### src/rtl/div_sequencer.sv
// rtl/div_sequencer.sv - multi-cycle radix-2 restoring divider with E-stage stall control
//
// Executes DIV/DIVU in WIDTH iterations and freezes F/D/E while it runs.
// A pipeline flush (annul) abandons the operation.
// Ports:
//   clk, rst               clock; synchronous active-high reset
//   div_validE             E stage holds DIV/DIVU (held stable while stalled)
//   div_signedE            1 = DIV (two's complement), 0 = DIVU
//   opaE, opbE             dividend, divisor
//   annul                  pipeline flush, aborts the operation
//   stall_divE             combinational stall request to the hazard unit
//   div_done               results valid this cycle
//   div_hi, div_lo         remainder, quotient (held until next completion)

module div_sequencer #(
    parameter int WIDTH = 32
) (
    input  logic             clk,
    input  logic             rst,
    input  logic             div_validE,
    input  logic             div_signedE,
    input  logic [WIDTH-1:0] opaE,
    input  logic [WIDTH-1:0] opbE,
    input  logic             annul,
    output logic             stall_divE,
    output logic             div_done,
    output logic [WIDTH-1:0] div_hi,
    output logic [WIDTH-1:0] div_lo
);

    localparam int CW = $clog2(WIDTH);
    localparam logic [CW-1:0] LAST_COUNT = CW'(WIDTH - 1);

    typedef enum logic [1:0] {IDLE, CALC, DONE} stateType;

    stateType       state;
    stateType       nextState;
    logic [CW-1:0]  counter;
    logic [WIDTH-1:0] remReg;
    logic [WIDTH-1:0] quoReg;
    logic [WIDTH-1:0] divisorReg;
    logic           qNeg;
    logic           rNeg;

    logic           loadCalc;
    logic           loadZero;
    logic           finishCalc;

    logic [WIDTH-1:0] magA;
    logic [WIDTH-1:0] magB;
    logic [WIDTH-1:0] lowShift;
    logic             geq;
    logic [WIDTH-1:0] nextRem;
    logic [WIDTH-1:0] nextQuo;

    // Operand magnitudes; only signed operands with the sign bit set are negated.
    assign magA = (div_signedE && opaE[WIDTH-1]) ? -opaE : opaE;
    assign magB = (div_signedE && opbE[WIDTH-1]) ? -opbE : opbE;

    // One restoring step. The shifted partial remainder is WIDTH+1 bits wide;
    // when its top bit (remReg MSB) is set it certainly exceeds the divisor,
    // and the true difference always fits in WIDTH bits, so the low WIDTH
    // bits of the subtraction are exact.
    assign lowShift = {remReg[WIDTH-2:0], quoReg[WIDTH-1]};
    assign geq      = remReg[WIDTH-1] | (lowShift >= divisorReg);
    assign nextRem  = geq ? (lowShift - divisorReg) : lowShift;
    assign nextQuo  = {quoReg[WIDTH-2:0], geq};

    always_ff @(posedge clk) begin
        if (rst) begin
            state <= IDLE;
        end else begin
            state <= nextState;
        end
    end

    always_comb begin
        nextState  = state;
        stall_divE = 1'b0;
        div_done   = 1'b0;
        loadCalc   = 1'b0;
        loadZero   = 1'b0;
        finishCalc = 1'b0;
        case (state)
            IDLE: begin
                if (div_validE && !annul) begin
                    stall_divE = 1'b1;
                    if (opbE == '0) begin
                        loadZero  = 1'b1;
                        nextState = DONE;
                    end else begin
                        loadCalc  = 1'b1;
                        nextState = CALC;
                    end
                end
            end
            CALC: begin
                if (annul) begin
                    nextState = IDLE;
                end else begin
                    stall_divE = 1'b1;
                    if (counter == LAST_COUNT) begin
                        finishCalc = 1'b1;
                        nextState  = DONE;
                    end
                end
            end
            DONE: begin
                // The instruction is still in E here; no restart from DONE.
                div_done  = ~annul;
                nextState = IDLE;
            end
            default: nextState = IDLE;
        endcase
    end

    always_ff @(posedge clk) begin
        if (rst) begin
            counter    <= '0;
            remReg     <= '0;
            quoReg     <= '0;
            divisorReg <= '0;
            qNeg       <= 1'b0;
            rNeg       <= 1'b0;
            div_hi     <= '0;
            div_lo     <= '0;
        end else begin
            if (loadCalc) begin
                quoReg     <= magA;
                remReg     <= '0;
                divisorReg <= magB;
                qNeg       <= div_signedE & (opaE[WIDTH-1] ^ opbE[WIDTH-1]);
                rNeg       <= div_signedE & opaE[WIDTH-1];
                counter    <= '0;
            end
            if (state == CALC) begin
                remReg  <= nextRem;
                quoReg  <= nextQuo;
                counter <= counter + CW'(1);
            end
            // Results are taken from this cycle's final step, not the registers.
            if (finishCalc) begin
                div_lo <= qNeg ? -nextQuo : nextQuo;
                div_hi <= rNeg ? -nextRem : nextRem;
            end
            if (loadZero) begin
                div_lo <= '1;
                div_hi <= opaE;
            end
        end
    end

endmodule

### config.mk
export PLATFORM = sky130hd
export DESIGN_NAME = div_sequencer
export DESIGN_NICKNAME = d
export VERILOG_FILES = /design/src/rtl/div_sequencer.sv
export SDC_FILE = /design/constraint.sdc
export NUM_CORES = 1
export LEC_CHECK = 0
export ABC_CLOCK_PERIOD_IN_PS = 5500
export CAP_MARGIN = 30
export CELL_PAD_IN_SITES_DETAIL_PLACEMENT = 1
export CELL_PAD_IN_SITES_GLOBAL_PLACEMENT = 2
export CORE_MARGIN = 1.5
export CORE_UTILIZATION = 33
export DETAILED_ROUTE_END_ITERATION = 6
export MAX_ROUTING_LAYER = met4
export PLACE_DENSITY = 0.77
export SLEW_MARGIN = 40
export SYNTH_ARGS = -nofsm -noshare
export SYNTH_HDL_FRONTEND = slang
export SYNTH_SLANG_ARGS = --single-unit
### constraint.sdc
create_clock -name clk -period 5.5 [get_ports clk]
set_clock_uncertainty 0.1 [all_clocks]
set_input_delay 1.65 -clock clk [delete_from_list [all_inputs] [get_ports clk]]
set_output_delay 1.65 -clock clk [all_outputs]
set_load 0.01 [all_outputs]
==> summary.md <==
## Run status
• **run status** complete, no violations

## Place
• **Port Buf Inserts** 134
• **final weighted congestion in routability-driven placement** 0.851
• **total half-perimeter wirelength after legalization and detailed placement** 31100 um

## Finish
• **Fill cells** 4351
• **synthesis-to-finish area growth** 19.5%
• **net count of the finished layout** 1731
• **ant diodes** 0
• **layout cell share with drive strength beyond 1** 6.42%

## Drt
• **DRC violation count after routing** 0
• **Met3 Wirelength** 1180 um
• **highest routed metal layer** met4
• **sum of routed wire segments on met1** 19100 um
• **routed via count divided by cell count** 5.56
• **DRC violation total after the first TritonRoute iteration** 485
• **total via count in the routed design** 11600
• **detailed-route wire length** 40500 um
• **average wire per standard cell** 19.3 um
• **post-route antenna net violation count** 0
• **first-pass iteration count of the detailed router** 5
• **total met2 wirelength after detailed routing** 19600 um

## Clocking
• **Worst-Skew Late Latency** 0.45 ns
• **post-CTS repair timing setup buffer count** 0
• **total number of clock tree sinks** 169
• **H-tree lvl count** 4
• **post_cts resized** 0
• **clock input transition at the sequential cells of the worst setup and hold paths** 0.07 ns
• **CTS tree** built
• **clock tree root driver cell** sky130_fd_sc_hd__clkbuf_16
• **hold buffer count at CTS** 0
• **Longest Clk Path Bufs** 2
• **number of buffers created by CTS** 17

## Pwr
• **post-layout power** 0.00352 W
• **worst supply voltage drop on vdd** 219 uV
• **fraction of power spent switching nets** 34.6%
• **power density over the cells** 249 nW/um^2
• **reported leakage power** 5.03 nW
• **internal portion of total power** 0.00230 W
• **proportion of power drawn by the clock network** 37.1%
• **sequential share of power** 36.8%
• **fraction of power consumed by combinational cells** 26.1%
• **net switching component of the power** 0.00122 W

## Synth
• **number of enable flip-flop cells after synthesis** 0
• **number of warning messages in the yosys log** 0
• **share of synthesized registers carrying an async set or reset** 0%
• **Netlist Area Pre-Place** 11800 sq um
• **Post-synth top flop** sky130_fd_sc_hd__dfxtp_1
• **post-synth top area share** 28.6%
• **post-synthesis register bit count** 169
• **number of instances in the synthesized netlist** 1552
• **largest cells by area after synthesis** sky130_fd_sc_hd__dfxtp_1, sky130_fd_sc_hd__nor2_1, sky130_fd_sc_hd__xnor2_1
• **Distinct cells, synth** 90
• **synthesized area divided by synthesized cell count** 7.62 sq um
• **Synthesized Nets** 1660
• **sequential share of the synthesized area** 28.6%
• **cell type contributing the most total cell area after synthesis** sky130_fd_sc_hd__dfxtp_1

## STA
• **Fmax** 204 MHz
• **Worst slew margin** 47.0%
• **count of endpoints failing setup in the final report** 0
• **count of final hold-check violations** 0
• **Final min period** 4.89 ns
• **number of pins exceeding their max-slew limit in the final report** 0
• **Setup TNS Final** 0 ns
• **final clock period utilization by the worst path** 88.9%
• **slew at the pin closest to its max-slew limit** 0.784 ns
• **setup repair after global routing missed its margin** false

## Setup path
• **cell-by-cell listing of the critical path** ha_1 > a21o_1 > or2_1 > o21ai_2 > a211o_1 > nand3_2 > buf_4 > o21ai_0 > ha_1 > nand2_1 > a2111oi_4 > o221ai_1 > nor4_2 > o2bb2ai_1 > nand4bb_4 > nand2_1 > xnor2_1 > a221oi_1
• **type of destination of the critical path** flip-flop
• **crit start category** flip-flop
• **worst endpoint data arrival time** 5.14 ns
• **library cell contributing the largest single delay on the critical path** sky130_fd_sc_hd__dfxtp_1
• **Largest stage delay, worst path** 0.47 ns
• **CP Launch Point** remReg[4]
• **worst path required time** 5.75 ns
• **critical setup path kind** reg -> reg
• **CP Max Fanout** 24
• **startpoint of the most critical register-to-register path** remReg[4]

## Floorplanning
• **DIE WIDTH** 192 um
• **vertical die dimension** 192 um
• **Std-Cell Core Area** 35400 sq um
• **die area** 37000 sq um
• **number of rows created at floorplan** 69
• **starting utilization of the core area** 33.4%
• **I/O pin count** 135

## GRT
• **initial antenna violation count** 0
• **overall routing resource usage** 23.1%
• **via count of the first global-routing pass** 11800
• **first-pass GRT wire length** 65400 um
• **grt ovf** 0
• **largest net degree at the start of global routing** 76

## Run
• **number of violations of the max-capacitance limit** 0

## Min path
• **origin of the worst min-delay path** divisorReg[22]
• **Tightest Hold Check Type** reg -> reg

-- registers in the layout, indices dropped and copies added, names as in the netlist --
name and flops:
div_hi 32, div_lo 32, divisorReg 32, quoReg 32, remReg 32, counter 5, state 2, qNeg 1
rNeg 1
-- critical path, delay by kind of cell (launching register included) --
family                   cells  cell delay (ns)
adder cells (fa/ha/maj)      2             0.64
AND/OR/NAND/NOR              6             1.17
AO/OA/AOI/OAI                8             2.05
XOR/XNOR                     1             0.09
buffers and inverters        1             0.27
flip-flops                   1             0.47
-- per-layer routing --
metal	track usage, %	up-vias
li1	-	5769
met5	-	-
met3	2.82	30
met4	5.72	0
met2	39.0	184
met1	29.3	5666
-- cell families (layout without fill, tap and decap cells) --
kind of cell	Yosys count	after routing	synth area share [%]
muxes	23	23	1.96
buffers and inverters	158	242	5.57
and+or+nand+nor	589	589	23.2
AOI/OAI and AO/OA	442	442	26.7
adders and majority gates	39	39	4.19
DFF	169	169	28.6
xor gates and xnor gates	132	132	9.78
-- final timing paths --
| check | to | slack, ns | cells past startpoint |
|---|---|---|---|
| min reg2reg | divisorReg[22] | 0.36 | 2 |
| min | divisorReg[22] | 0.36 | 2 |
| max reg2reg | div_hi[24] | 0.61 | 18 |
| max | div_hi[24] | 0.61 | 18 |
-- power by group through the flow --
stage               clock, W  combinational (W)  sequential (W)
finish               0.00131           0.000919         0.00129
global route         0.00139            0.00102         0.00130
CTS                  0.00134           0.000923         0.00129
detailed placement         0           0.000917         0.00132
global placement           0           0.000904         0.00132
floorplan                  0           0.000643         0.00131
-- stage by stage --
step	util, %	instances	setup WS (ns)	cell area (sq um)	hold slack, ns
floorplan	-	1552	0.742	11800	0.332
global placement	38.1	2065	0.437	13500	0.341
detailed placement	38.1	2065	0.191	13500	0.352
CTS	39.9	2097	0.542	14100	0.362
global route	39.9	2097	0.157	14100	0.404
finish	39.9	2097	0.610	14100	0.362
-- cell usage after synthesis (4+ instances only) --
library cell / instances
sky130_fd_sc_hd__a2111oi_0: 16
sky130_fd_sc_hd__a2111oi_2: 6
sky130_fd_sc_hd__a211oi_1: 53
sky130_fd_sc_hd__a21o_1: 9
sky130_fd_sc_hd__a21oi_1: 93
sky130_fd_sc_hd__a221oi_1: 39
sky130_fd_sc_hd__a22oi_1: 11
sky130_fd_sc_hd__a31oi_1: 35
sky130_fd_sc_hd__a41oi_1: 6
sky130_fd_sc_hd__and2_1: 12
sky130_fd_sc_hd__and3_1: 5
sky130_fd_sc_hd__and4_1: 5
sky130_fd_sc_hd__buf_2: 28
sky130_fd_sc_hd__clkbuf_1: 71
sky130_fd_sc_hd__dfxtp_1: 169
sky130_fd_sc_hd__ha_1: 38
sky130_fd_sc_hd__inv_1: 52
sky130_fd_sc_hd__mux2i_1: 22
sky130_fd_sc_hd__nand2_1: 114
sky130_fd_sc_hd__nand2b_1: 15
sky130_fd_sc_hd__nand3_1: 26
sky130_fd_sc_hd__nand4_1: 12
sky130_fd_sc_hd__nor2_1: 274
sky130_fd_sc_hd__nor2b_1: 5
sky130_fd_sc_hd__nor3_1: 49
sky130_fd_sc_hd__nor4_1: 14
sky130_fd_sc_hd__o211ai_1: 11
sky130_fd_sc_hd__o21a_1: 9
sky130_fd_sc_hd__o21ai_0: 48
sky130_fd_sc_hd__o21ai_1: 18
sky130_fd_sc_hd__o22ai_1: 12
sky130_fd_sc_hd__o31ai_1: 19
sky130_fd_sc_hd__o41ai_1: 14
sky130_fd_sc_hd__or2_2: 4
sky130_fd_sc_hd__or3_1: 20
sky130_fd_sc_hd__or4_1: 12
sky130_fd_sc_hd__xnor2_1: 70
sky130_fd_sc_hd__xor2_1: 62
-- layout by cell type (no fill, tap or decap), drive strengths merged, types with 22 or more instances in the layout --
| master | Yosys | layout |
|---|---|---|
| mux2i | 22 | 22 |
| xor2 | 62 | 62 |
| clkdlybuf4s50 | 0 | 133 |
| ha | 38 | 38 |
| o21ai | 67 | 67 |
| a211oi | 56 | 56 |
| buf | 34 | 24 |
| inv | 53 | 60 |
| xnor2 | 70 | 70 |
| nand2 | 115 | 115 |
| nand3 | 27 | 27 |
| a2111oi | 23 | 23 |
| a221oi | 39 | 39 |
| nor2 | 274 | 274 |
| dfxtp | 169 | 169 |
| nor3 | 51 | 51 |
| a31oi | 35 | 35 |
| a21oi | 93 | 93 |
-- cell type report --
class                   instances  area, sq um  share of cell area, %
clock buffers                  17          425                   3.01
clock inverters                15          204                   1.44
inverters                      53          199                   1.41
multi-input cells            1225         7800                   55.2
flip-flops and latches        169         3390                   24.0
well taps                     461          577                   4.08
repair buffers                157         1540                   10.9
Note: power is estimated with default switching activity, not from simulation.
==> variant 1 (same flow settings) <==
The parameter `WIDTH` goes from 32 to 64.
--- a/src/rtl/div_sequencer.sv
+++ b/src/rtl/div_sequencer.sv
@@ -13,7 +13,7 @@
 //   div_hi, div_lo         remainder, quotient (held until next completion)
 
 module div_sequencer #(
-    parameter int WIDTH = 32
+    parameter int WIDTH = 64
 ) (
     input  logic             clk,
     input  logic             rst,
Ports: changed (resized div_hi, div_lo, opaE and opbE); port bits go from 135 to 263. No check against the original RTL was run, so the function may have changed too.
==> variant 1 against the original RTL <==
- setup slack worse by 0.38 ns
- power up 98%
- combinational power up 66%
- critical path depth down 2
- count of clock-buffer cells in the layout up 38
- global-route usage up 3.5 points
- routed wire length up 140%
- hold slack better by 0.0016 ns
- area after synthesis up 100%
- critical path type unchanged
- sequential cell count up 161
- critical endpoint is now div_hi[41]
- utilization up 1.9 points
- final area up 110%
==> variant 1: results (changes against the original RTL) <==
Run status
  • Status: completed

Final layout
  • Clock-cell share: 4.88% (+0.43 points)
  • Layout filler cell count: 8712 (+100%)
  • Number of nets at the end of the flow: 3716 (+110%)
  • Fraction of area in multi-input gates: 54.0% (-1.2 points)
  • Number of sequential cells: 330 (+95%)
  • Count of plain and timing-repair buffers in the layout: 432 (+180%)
  • Area share of buffers outside the clock network: 13.9% (+3.0 points)
  • Seq area share: 22.1% (-1.9 points)

Power
  • Total leakage power: 0.0111 µW (+120%)
  • Maximum resistive drop on vdd: 0.220 mV (+0.59%)
  • Total internal power: 4780 µW (+110%)

GRT
  • Met2 GRT Util: 41.8% (+2.8 points)
  • Met1 Use GR: 36.7% (+7.4 points)
  • Number of global-route vias before repair: 25500 (+120%)
  • Antenna violations before repair: 1 (+1)
  • Wire length of the first global-routing pass: 152 mm (+130%)

Placement
  • Placer congestion estimate: 0.940 (+10%)
  • Area after detailed placement: 28500 µm² (+110%)

Clocking
  • Number of buffers on the longest clock path: 3 (+1)
  • Number of buffers added by the clock tree synthesis step: 41 (+24)

Drt
  • Final WL: 98.2 mm (+140%)
  • Met3 Routed Length: 4.00 mm (+240%)
  • Overall via count from detail_route: 25600 (+120%)

Critical path
  • Data arrival, critical path: 5.63 ns (+0.49 ns)
  • Critical Path Slowest Stage Cell: or4b_1
  • Beginning of the critical path: quoReg[63]

Synth
  • Most frequent cells after synthesis: 543 x nor2_1, 330 x dfxtp_1, 274 x nand2_1
  • Synthesized area: 23900 µm² (+100%)
  • Biggest area contributors in the synthesized netlist: dfxtp_1 28%, nor2_1 8.5%, xor2_1 5.4%

Hold path
  • Worst Hold Launch: divisorReg[49]
variant 1: cell types whose count changed after synthesis, moves of 33 or more:
| cell | change |
|---|---|
| clkbuf_1 | +94 |
| a211oi_1 | +68 |
| nor3_1 | +43 |
| xor2_1 | +85 |
| a31oi_1 | +33 |
| nand3_1 | +41 |
| a221oi_1 | +42 |
| xnor2_1 | +52 |
| o21ai_0 | +107 |
| a21oi_1 | +124 |
| nor2_1 | +269 |
| nand2_1 | +160 |
| dfxtp_1 | +161 |
| inv_1 | +42 |
variant 1: cell families after synthesis:
group,after synthesis,share of synthesized area (%)
flip-flops,330,27.7
adder cells (fa/ha/maj),70,3.70
AND/OR/NAND/NOR,1258,24.2
buffers and inverters,312,5.08
AO/OA/AOI/OAI,975,27.7
multiplexers,41,1.75
XOR/XNOR,269,9.86
variant 1: power groups by stage:
stage	combinational, µW	sequential [µW]	clock, µW
detailed placement	1510	2570	0
global route	1670	2530	3090
finish	1530	2520	2920
global placement	1480	2570	0
CTS	1510	2520	2990
floorplan	937	2550	0
==> variant 2 (same settings) <==
Without the edit above. Re-encode `stateType` (3 states) as one-hot, 3 bits wide.
--- a/src/rtl/div_sequencer.sv
+++ b/src/rtl/div_sequencer.sv
@@ -31,7 +31,7 @@
     localparam int CW = $clog2(WIDTH);
     localparam logic [CW-1:0] LAST_COUNT = CW'(WIDTH - 1);
 
-    typedef enum logic [1:0] {IDLE, CALC, DONE} stateType;
+    typedef enum logic [2:0] {IDLE = 3'b001, CALC = 3'b010, DONE = 3'b100} stateType;
 
     stateType       state;
     stateType       nextState;
Function: same outputs for any inputs over 10 cycles, from zero or initial values and one cycle with rst high; not proved beyond that.
==> variant 2 against the original RTL <==
- sequential cell count rose by 1
- power fell by 3.7%
- die area fell by 1.1%
- combinational power fell by 14%
- hold slack got worse by 0.0012 ns
- count of clock-buffer cells in the layout did not move
- largest cell class unchanged
- critical path depth fell by 14
- routed wire length rose by 8.4%
- area after synthesis fell by 1.1%
- global-route usage rose by 1.6 points
- non-clock buffer count rose by 1
- final area fell by 0.29%
- setup slack improved by 0.030 ns
==> variant 2: results (changes against the original RTL) <==
GRT
  • Pin count of the biggest net entering global routing: 116 (+53%)
  • Antenna violations before repair: 1 (+1)
  • GRT Overall Usage: 24.8% (+1.6 points)
  • Number of global-route vias before repair: 11900 (+0.16%)
  • Wire length of the first global-routing pass: 67.7 mm (+3.6%)

Drt
  • WL/cell: 21.0 µm (+8.9%)
  • Iteration-0 DRC count of the detailed router: 544 (+12%)
  • Vias per Instance: 5.65 (+1.7%)

Critical path
  • Reg-to-reg critical path startpoint: quoReg[31]
  • Worst reg2reg setup slack: 0.67 ns (+0.06 ns)
  • Worst Path Max Fanout: 2 (-92%)
  • Endpoint of the most critical register-to-register path: div_hi[12]
  • Data arrival, critical path: 3.11 ns (-2.03 ns)
  • CP peak stage delay: 0.61 ns (+0.14 ns)

Run status
  • Status: completed

Synth
  • Synthesized Nets: 1647 (-0.78%)
  • Count of mapped cells out of synthesis: 1539 (-0.84%)
  • Post-Synth Adder-Cell Area: 4.24% (+0.046 points)
  • Yosys cell types: 81 (-10%)
  • Most frequent cells after synthesis: 260 x nor2_1, 170 x dfxtp_1, 117 x nand2_1
  • Share of cell area taken by muxes after synthesis: 1.94% (-0.021 points)
  • Biggest area contributors in the synthesized netlist: dfxtp_1 29%, nor2_1 8.3%, xnor2_1 6.1%
  • Share of the synthesized area in compound gates (AO/OA/AOI/OAI): 26.0% (-0.76 points)

Power
  • P_comb: 788 µW (-14%)
  • Share of total power consumed by net switching: 33.6% (-1.0 points)
  • Total leakage power: 0.00513 µW (+2.0%)
  • Maximum resistive drop on vdd: 0.229 mV (+4.7%)

Placement
  • Post-Place Setup Slack: 0.321 ns (+0.130 ns)
  • Final HPWL from detailed placement: 33.4 mm (+7.6%)
  • Post-placement cell count: 2054 (-0.53%)

Final layout
  • Number of nets at the end of the flow: 1726 (-0.29%)
  • Share of cells above drive strength 1: 6.32% (-0.10 points)
variant 2: cell types whose count changed after synthesis, sizes merged, moves of 6 or more:
cell    before  now
a211oi      56   63
nand3       27   33
o41ai       15    7
buf         34   26
nand2b      15   21
nor2       274  260
xnor2       70   81
o21ai       67   57
o31ai       21   27
variant 2: cell type report:
cell class                      instances  area [µm²]  share of cell area [%]
Clock buffer                           17         425                    3.02
Clock inverter                         15         204                    1.45
Inverter                               53         199                    1.41
Multi-Input combinational cell       1218        7710                    54.7
Sequential cell                       170        3400                    24.1
Tap cell                              455         569                    4.04
Timing Repair Buffer                  158        1580                    11.2
variant 2: how the worst max path moves through the flow:
stage	startpoint	end	slack, ns	cells past startpoint
floorplan	divisorReg[23]	div_lo[30]	1.05	21
global placement	opbE[2]	div_lo[9]	0.41	10
detailed placement	opbE[2]	div_lo[9]	0.32	10
CTS	quoReg[31]	div_hi[14]	0.63	17
global route	quoReg[31]	div_hi[14]	0.34	17
finish	div_validE	stall_divE	0.64	4
variant 2: metrics by stage:
stage          total power [µW]  utilization (%)  hold slack, ns  area (µm²)
3_3_place_gp               2100             38.8           0.340       13500
4_1_cts                    3430             40.6           0.363       14100
2_1_floorplan              1830                -           0.332       11700
5_1_grt                    3560             40.6           0.378       14100
3_5_place_dp               2110             38.8           0.353       13500
6_report                   3390             40.6           0.361       14100
variant 2: cell families (layout without fill, tap and decap cells):
group | Yosys count | after routing
compound gates | 430 | 430
mux | 22 | 22
xor+xnor | 138 | 138
fa+ha+maj | 39 | 39
buf+inv | 151 | 243
flops | 170 | 170
simple gates | 589 | 589
variant 2: metal layers:
metal  vias to the layer above  part of all wire [%]  track usage, %
met1                      5759                    46            31.2
met4                         0                   3.1            8.74
met5                         -                     0               -
li1                       5715                     -               -
met3                        64                   4.2            3.56
met2                       248                    47            40.3
